### config.mk
export PLATFORM = sky130hd
export DESIGN_NAME = lcd_bus_reader
export DESIGN_NICKNAME = d
export VERILOG_FILES = /design/src/rtl/lcd_bus_reader_pkg.sv /design/src/rtl/lcd_strobe_timer.sv /design/src/rtl/lcd_bus_reader.sv
export SDC_FILE = /design/constraint.sdc
export NUM_CORES = 1
export LEC_CHECK = 0
export BUFFER_PORTS_ARGS = -buffer_cell sky130_fd_sc_hd__buf_2
export CAP_MARGIN = 0
export CORE_UTILIZATION = 40
export DETAILED_ROUTE_END_ITERATION = 10
export SYNTH_ARGS = -nofsm -noshare
export SYNTH_HDL_FRONTEND = slang
export SYNTH_SLANG_ARGS = --single-unit
export TNS_END_PERCENT = 50
### constraint.sdc
create_clock -name iCLK_50MHZ -period 2.73 [get_ports iCLK_50MHZ]
set_input_delay 0.1365 -clock iCLK_50MHZ [delete_from_list [all_inputs] [get_ports iCLK_50MHZ]]
set_output_delay 0.1365 -clock iCLK_50MHZ [all_outputs]
set_load 0.1 [all_outputs]
### src/rtl/lcd_bus_reader_pkg.sv
// Shared LCD bus types: controller state enum and default timing.
// Also used by the LCD write controller.
package lcd_bus_reader_pkg;

  typedef enum logic [2:0] {
    IDLE,
    SETUP,
    EHIGH,
    ELOW,
    DONE
  } lcd_state_t;

  localparam int CNT_W         = 8;
  localparam int LCD_T_AS      = 3;
  localparam int LCD_T_EH      = 12;
  localparam int LCD_T_EL      = 13;
  localparam int LCD_MAX_POLLS = 255;

  // A phase of N cycles loads N-1 and ends on the zero flag.
  function automatic logic [CNT_W-1:0] ld_val(input int cycles);
    return CNT_W'(cycles - 1);
  endfunction

endpackage

### src/rtl/lcd_strobe_timer.sv
// Loadable down-counter shared by all LCD strobe phases.
// Ports: clk, rst_n, load, load_val in; zero flag out.
import lcd_bus_reader_pkg::*;

module lcd_strobe_timer (
  input  logic             clk,
  input  logic             rst_n,
  input  logic             load,
  input  logic [CNT_W-1:0] load_val,
  output logic             zero
);

  logic [CNT_W-1:0] cnt;

  always_ff @(posedge clk or negedge rst_n) begin
    if (!rst_n) begin
      cnt <= '0;
    end else if (load) begin
      cnt <= load_val;
    end else if (cnt != '0) begin
      cnt <= cnt - 1'b1;
    end
  end

  assign zero = (cnt == '0);

endmodule

### src/rtl/lcd_bus_reader.sv
// HD44780-style bus reader: status/data reads, optional BF polling.
// Ports: host request/result, LCD_RW/E/RS strobes, DATA_BUS (never driven).
import lcd_bus_reader_pkg::*;

module lcd_bus_reader #(
  parameter int T_AS      = LCD_T_AS,
  parameter int T_EH      = LCD_T_EH,
  parameter int T_EL      = LCD_T_EL,
  parameter int MAX_POLLS = LCD_MAX_POLLS
) (
  input  logic       iCLK_50MHZ,
  input  logic       iRST_N,
  input  logic       iStart,
  input  logic       iRS,
  input  logic       iPoll,
  output logic       oReady,
  output logic       oDone,
  output logic [7:0] oData,
  output logic       oBusyFlag,
  output logic [6:0] oAddr,
  output logic       oTimeout,
  inout  wire  [7:0] DATA_BUS,
  output logic       LCD_RW,
  output logic       LCD_E,
  output logic       LCD_RS
);

  localparam logic [7:0] MAXP = 8'(MAX_POLLS);

  lcd_state_t       state;
  lcd_state_t       nxt;
  logic             poll_q;
  logic [7:0]       polls;
  logic             tmr_load;
  logic [CNT_W-1:0] tmr_val;
  logic             tmr_zero;
  logic             retry;
  logic             accept;
  logic             e_fall;

  // Reads only: the pins stay released at all times.
  assign DATA_BUS = 8'bzzzz_zzzz;

  assign accept = (state == IDLE) && iStart;
  assign e_fall = (state == EHIGH) && tmr_zero;

  lcd_strobe_timer u_tmr (
    .clk      (iCLK_50MHZ),
    .rst_n    (iRST_N),
    .load     (tmr_load),
    .load_val (tmr_val),
    .zero     (tmr_zero)
  );

  always_comb begin
    nxt      = state;
    tmr_load = 1'b0;
    tmr_val  = '0;
    retry    = 1'b0;
    unique case (state)
      IDLE: begin
        if (iStart) begin
          nxt      = SETUP;
          tmr_load = 1'b1;
          tmr_val  = ld_val(T_AS);
        end
      end
      SETUP: begin
        if (tmr_zero) begin
          nxt      = EHIGH;
          tmr_load = 1'b1;
          tmr_val  = ld_val(T_EH);
        end
      end
      EHIGH: begin
        if (tmr_zero) begin
          nxt      = ELOW;
          tmr_load = 1'b1;
          tmr_val  = ld_val(T_EL);
        end
      end
      ELOW: begin
        if (tmr_zero) begin
          // oBusyFlag already holds this read's BF
          if (poll_q && oBusyFlag && (polls < MAXP)) begin
            nxt      = SETUP;
            tmr_load = 1'b1;
            tmr_val  = ld_val(T_AS);
            retry    = 1'b1;
          end else begin
            nxt = DONE;
          end
        end
      end
      DONE: begin
        nxt = IDLE;
      end
      default: begin
        nxt = IDLE;
      end
    endcase
  end

  always_ff @(posedge iCLK_50MHZ or negedge iRST_N) begin
    if (!iRST_N) begin
      state  <= IDLE;
      poll_q <= 1'b0;
      polls  <= '0;
      LCD_RS <= 1'b0;
    end else begin
      state <= nxt;
      if (accept) begin
        LCD_RS <= iRS;
        // a data read never polls
        poll_q <= iPoll & ~iRS;
        polls  <= '0;
      end else if (retry) begin
        polls <= polls + 1'b1;
      end
    end
  end

  // Strobes and flags are flops decoded from the next state.
  always_ff @(posedge iCLK_50MHZ or negedge iRST_N) begin
    if (!iRST_N) begin
      LCD_E    <= 1'b0;
      LCD_RW   <= 1'b0;
      oReady   <= 1'b1;
      oDone    <= 1'b0;
      oTimeout <= 1'b0;
    end else begin
      LCD_E    <= (nxt == EHIGH);
      LCD_RW   <= nxt inside {SETUP, EHIGH, ELOW};
      oReady   <= (nxt == IDLE);
      oDone    <= (nxt == DONE);
      oTimeout <= (state == ELOW) && (nxt == DONE)
                  && poll_q && oBusyFlag;
    end
  end

  always_ff @(posedge iCLK_50MHZ or negedge iRST_N) begin
    if (!iRST_N) begin
      oData     <= '0;
      oBusyFlag <= 1'b0;
      oAddr     <= '0;
    end else if (e_fall) begin
      oData <= DATA_BUS;
      if (!LCD_RS) begin
        oBusyFlag <= DATA_BUS[7];
        oAddr     <= DATA_BUS[6:0];
      end
    end
  end

endmodule

==> flow_metrics.env <==
export IMPL_timing_critical_path_to_type="flip-flop"
export IMPL_maxSlewHeadroom_pct=58.0
export IMPL_grt_overflow_total=0
export IMPL_yosysWarnings=0
export IMPL_p_leak_nw=0.818
export IMPL_core_area_um2=3740
export IMPL_gr_usage_met1_pct=22.3
export IMPL_nNetsFinal=195
export IMPL_fp_dieArea_um2=4240
export IMPL_h_tree_depth=1
export IMPL_finalClockSkew_ns=0.00463
export IMPL_synthCells=174
export IMPL_yosys_top_cells_area="dfrtp_1, buf_4, mux2i_1, nand2_1, a21oi_1"
export IMPL_hold_viol_final=0
export IMPL_vdd_ir_drop_max_mv=0.500
export IMPL_layout_drive_gt1_share_pct=19.8
export IMPL_grt_setup_unrepaired="no"
export IMPL_fp_dieW_um=65.1
export IMPL_crit_type="flip-flop to flip-flop"
export IMPL_fmax_mhz=401
export IMPL_busiest_layer="met2"
export IMPL_holdPathEnd="LCD_RS"
export IMPL_io_pins=35
export IMPL_drtPass1Iterations=5
export IMPL_die_h_um=65.1
export IMPL_drtIter0Drc=44
export IMPL_maxCapViolCount=0
export IMPL_grt_pass1_vias=1231
export IMPL_fin_util_pct=46.0
export IMPL_path_clk_slew_ns=0.10
export IMPL_yosysTopAreaCell="dfrtp_1"
export IMPL_cts_buffer_depth=2
export IMPL_grt_pass1_wl_um=5530
export IMPL_async_flop_share_pct=100
export IMPL_p_per_area_nw_per_um2=961
export IMPL_reg2reg_to="polls[5]"
export IMPL_start_kind="flip-flop"
export IMPL_status="finished clean"
export IMPL_syn_to_final_growth_pct=8.17
export IMPL_io_buffers=26
export IMPL_drc=0
export IMPL_ant_nets=0
export IMPL_cts_sinks=28
export IMPL_cts_tree="done"
export IMPL_hold_start="iRS"
export IMPL_finalSetupViolCount=0
export IMPL_cts_root_buffer="clkbuf_8"
export IMPL_initial_core_util_pct=42.5
export IMPL_synth_top_area_share_pct=42.4
export IMPL_cts_buffers=3
export IMPL_grt_antenna_before_repair=0
export IMPL_r2r_start="u_tmr.cnt[0]"
export IMPL_cp_arrival_ns=2.70
export IMPL_synth_area_um2=1590
export IMPL_synth_most_common_cell="dfrtp_1"
export IMPL_dp_hpwl_um=2220
export IMPL_grt_max_degree=29
export IMPL_viasPerCell=5.38
export IMPL_min_delay_path_class="input port to flip-flop"
export IMPL_reg2reg_depth=6
export IMPL_synth_seq_cells=28
export IMPL_required_ns=2.93
export IMPL_gr_usage_met3_pct=2.26
export IMPL_synthFlopType="dfrtp_1"
export IMPL_final_fill_count=383
export IMPL_report_final_slew_viol_count=0
export IMPL_place_congestion=0.784
export IMPL_finalWirelength_um=3120
export IMPL_wl_per_cell_um=13.3
export IMPL_yosysSeqAreaShare_pct=44.1
export IMPL_rows=22
export IMPL_synth_area_per_cell_um2=9.15
export IMPL_insertion_delay_ns=0.27
export IMPL_synth_edff_count=0
export IMPL_grt_usage_pct=16.9
export IMPL_largestRegisters="polls: 8 flops, u_tmr.cnt: 8 flops, state: 3 flops"
export IMPL_worst_slew_pin_transition_ns=0.629
export IMPL_critPathMaxFanout=10
export IMPL_grtUsageMet2_pct=27.2
export IMPL_fin_crit_ns=2.49
export IMPL_fin_crit_sh_pct=91.3
export IMPL_synth_cell_type_count=38
export IMPL_finalSetupTns_ns=0
export IMPL_synthTopCellsByCount="dfrtp_1, buf_4, nand2_1"
export IMPL_n_antenna_cell=0
export IMPL_r2r_slack_ns=0.24
export IMPL_hold_path_depth=3
export IMPL_via_count=1265
-- worst max path at each step --
stage	cells after the start	slack, ns	from	end
after global placement	6	0.36	u_tmr.cnt[0]	polls[4]
after floorplan	8	0.42	u_tmr.cnt[0]	polls[4]
final	6	0.24	u_tmr.cnt[0]	polls[5]
after CTS	6	0.26	u_tmr.cnt[1]	polls[5]
after detailed placement	6	0.27	u_tmr.cnt[1]	polls[4]
after global routing	6	0.06	u_tmr.cnt[0]	polls[5]
-- routing by layer --
layer	vias to the layer above	wire (um)
li1	614	-
met3	2	148
met5	-	0
met2	48	1490
met1	601	1450
met4	0	24
-- what timing repair did --
| action | in CTS | in global routing |
|---|---|---|
| buffers inserted | 0 | 0 |
| gates resized for setup | 0 | 0 |
| hold buffers | 1 | 0 |
| hold endpoints to repair | 27 | 0 |
-- cell type report --
| cell class | instances | area [um2] | area share (%) |
|---|---|---|---|
| Clock buffer | 3 | 41.3 | 2.40 |
| Clock inverter | 1 | 30.0 | 1.74 |
| Inverter | 2 | 7.51 | 0.436 |
| Multi-Input combinational cell | 123 | 719 | 41.8 |
| Sequential cell | 28 | 702 | 40.7 |
| Tap cell | 48 | 60.1 | 3.49 |
| Timing Repair Buffer | 30 | 163 | 9.44 |
-- kinds of logic (layout without fill, tap and decap cells) --
kind of cell,after synthesis,count (layout),synth area share (%)
mux,6,6,3.77
xor+xnor,4,4,2.20
other cells,1,8,0.235
compound gates,25,25,9.11
flops,28,28,44.1
buf+inv,30,36,12.4
simple gates,78,78,26.6
fa+ha+maj,2,2,1.57
-- through the flow --
step                      power [mW]  cells  worst slack, ns  cell area (um2)  hold slack, ns
after floorplan                 1.21    181            0.420             1620          -0.159
after global placement          1.32    230            0.365             1640           0.184
after detailed placement        1.34    230            0.267             1640           0.196
after CTS                       1.67    235            0.256             1720          0.0665
after global routing            1.79    235           0.0617             1720          0.0843
final                           1.66    235            0.236             1720          0.0695
-- power breakdown --
part	switching, mW	internal (mW)
Clock	0.127	0.196
Combinational	0.412	0.220
Sequential	0.162	0.540
-- worst max-delay path: stages (launching register included) --
cell and delay (ns):
dfrtp_1 0.42, inv_1 0.07, ha_1 0.23, or3b_1 0.47
or3_1 0.56, or4_1 0.52, a21oi_1 0.16
-- cells in the final DEF (no fill, tap or decap), types with 3 or more instances in the layout --
| cell type | count |
|---|---|
| conb_1 | 8 |
| nand3b_1 | 5 |
| nor2_1 | 13 |
| dfrtp_1 | 27 |
| nand4_1 | 3 |
| clkbuf_8 | 3 |
| o21ai_0 | 5 |
| or4_1 | 5 |
| nor3_1 | 6 |
| a21oi_1 | 10 |
| mux2i_1 | 6 |
| buf_4 | 3 |
| buf_2 | 26 |
| nand3_1 | 6 |
| nand2_1 | 16 |
| nor4_1 | 7 |
| and3_1 | 3 |
No activity file was read; power rests on OpenSTA's default activity.
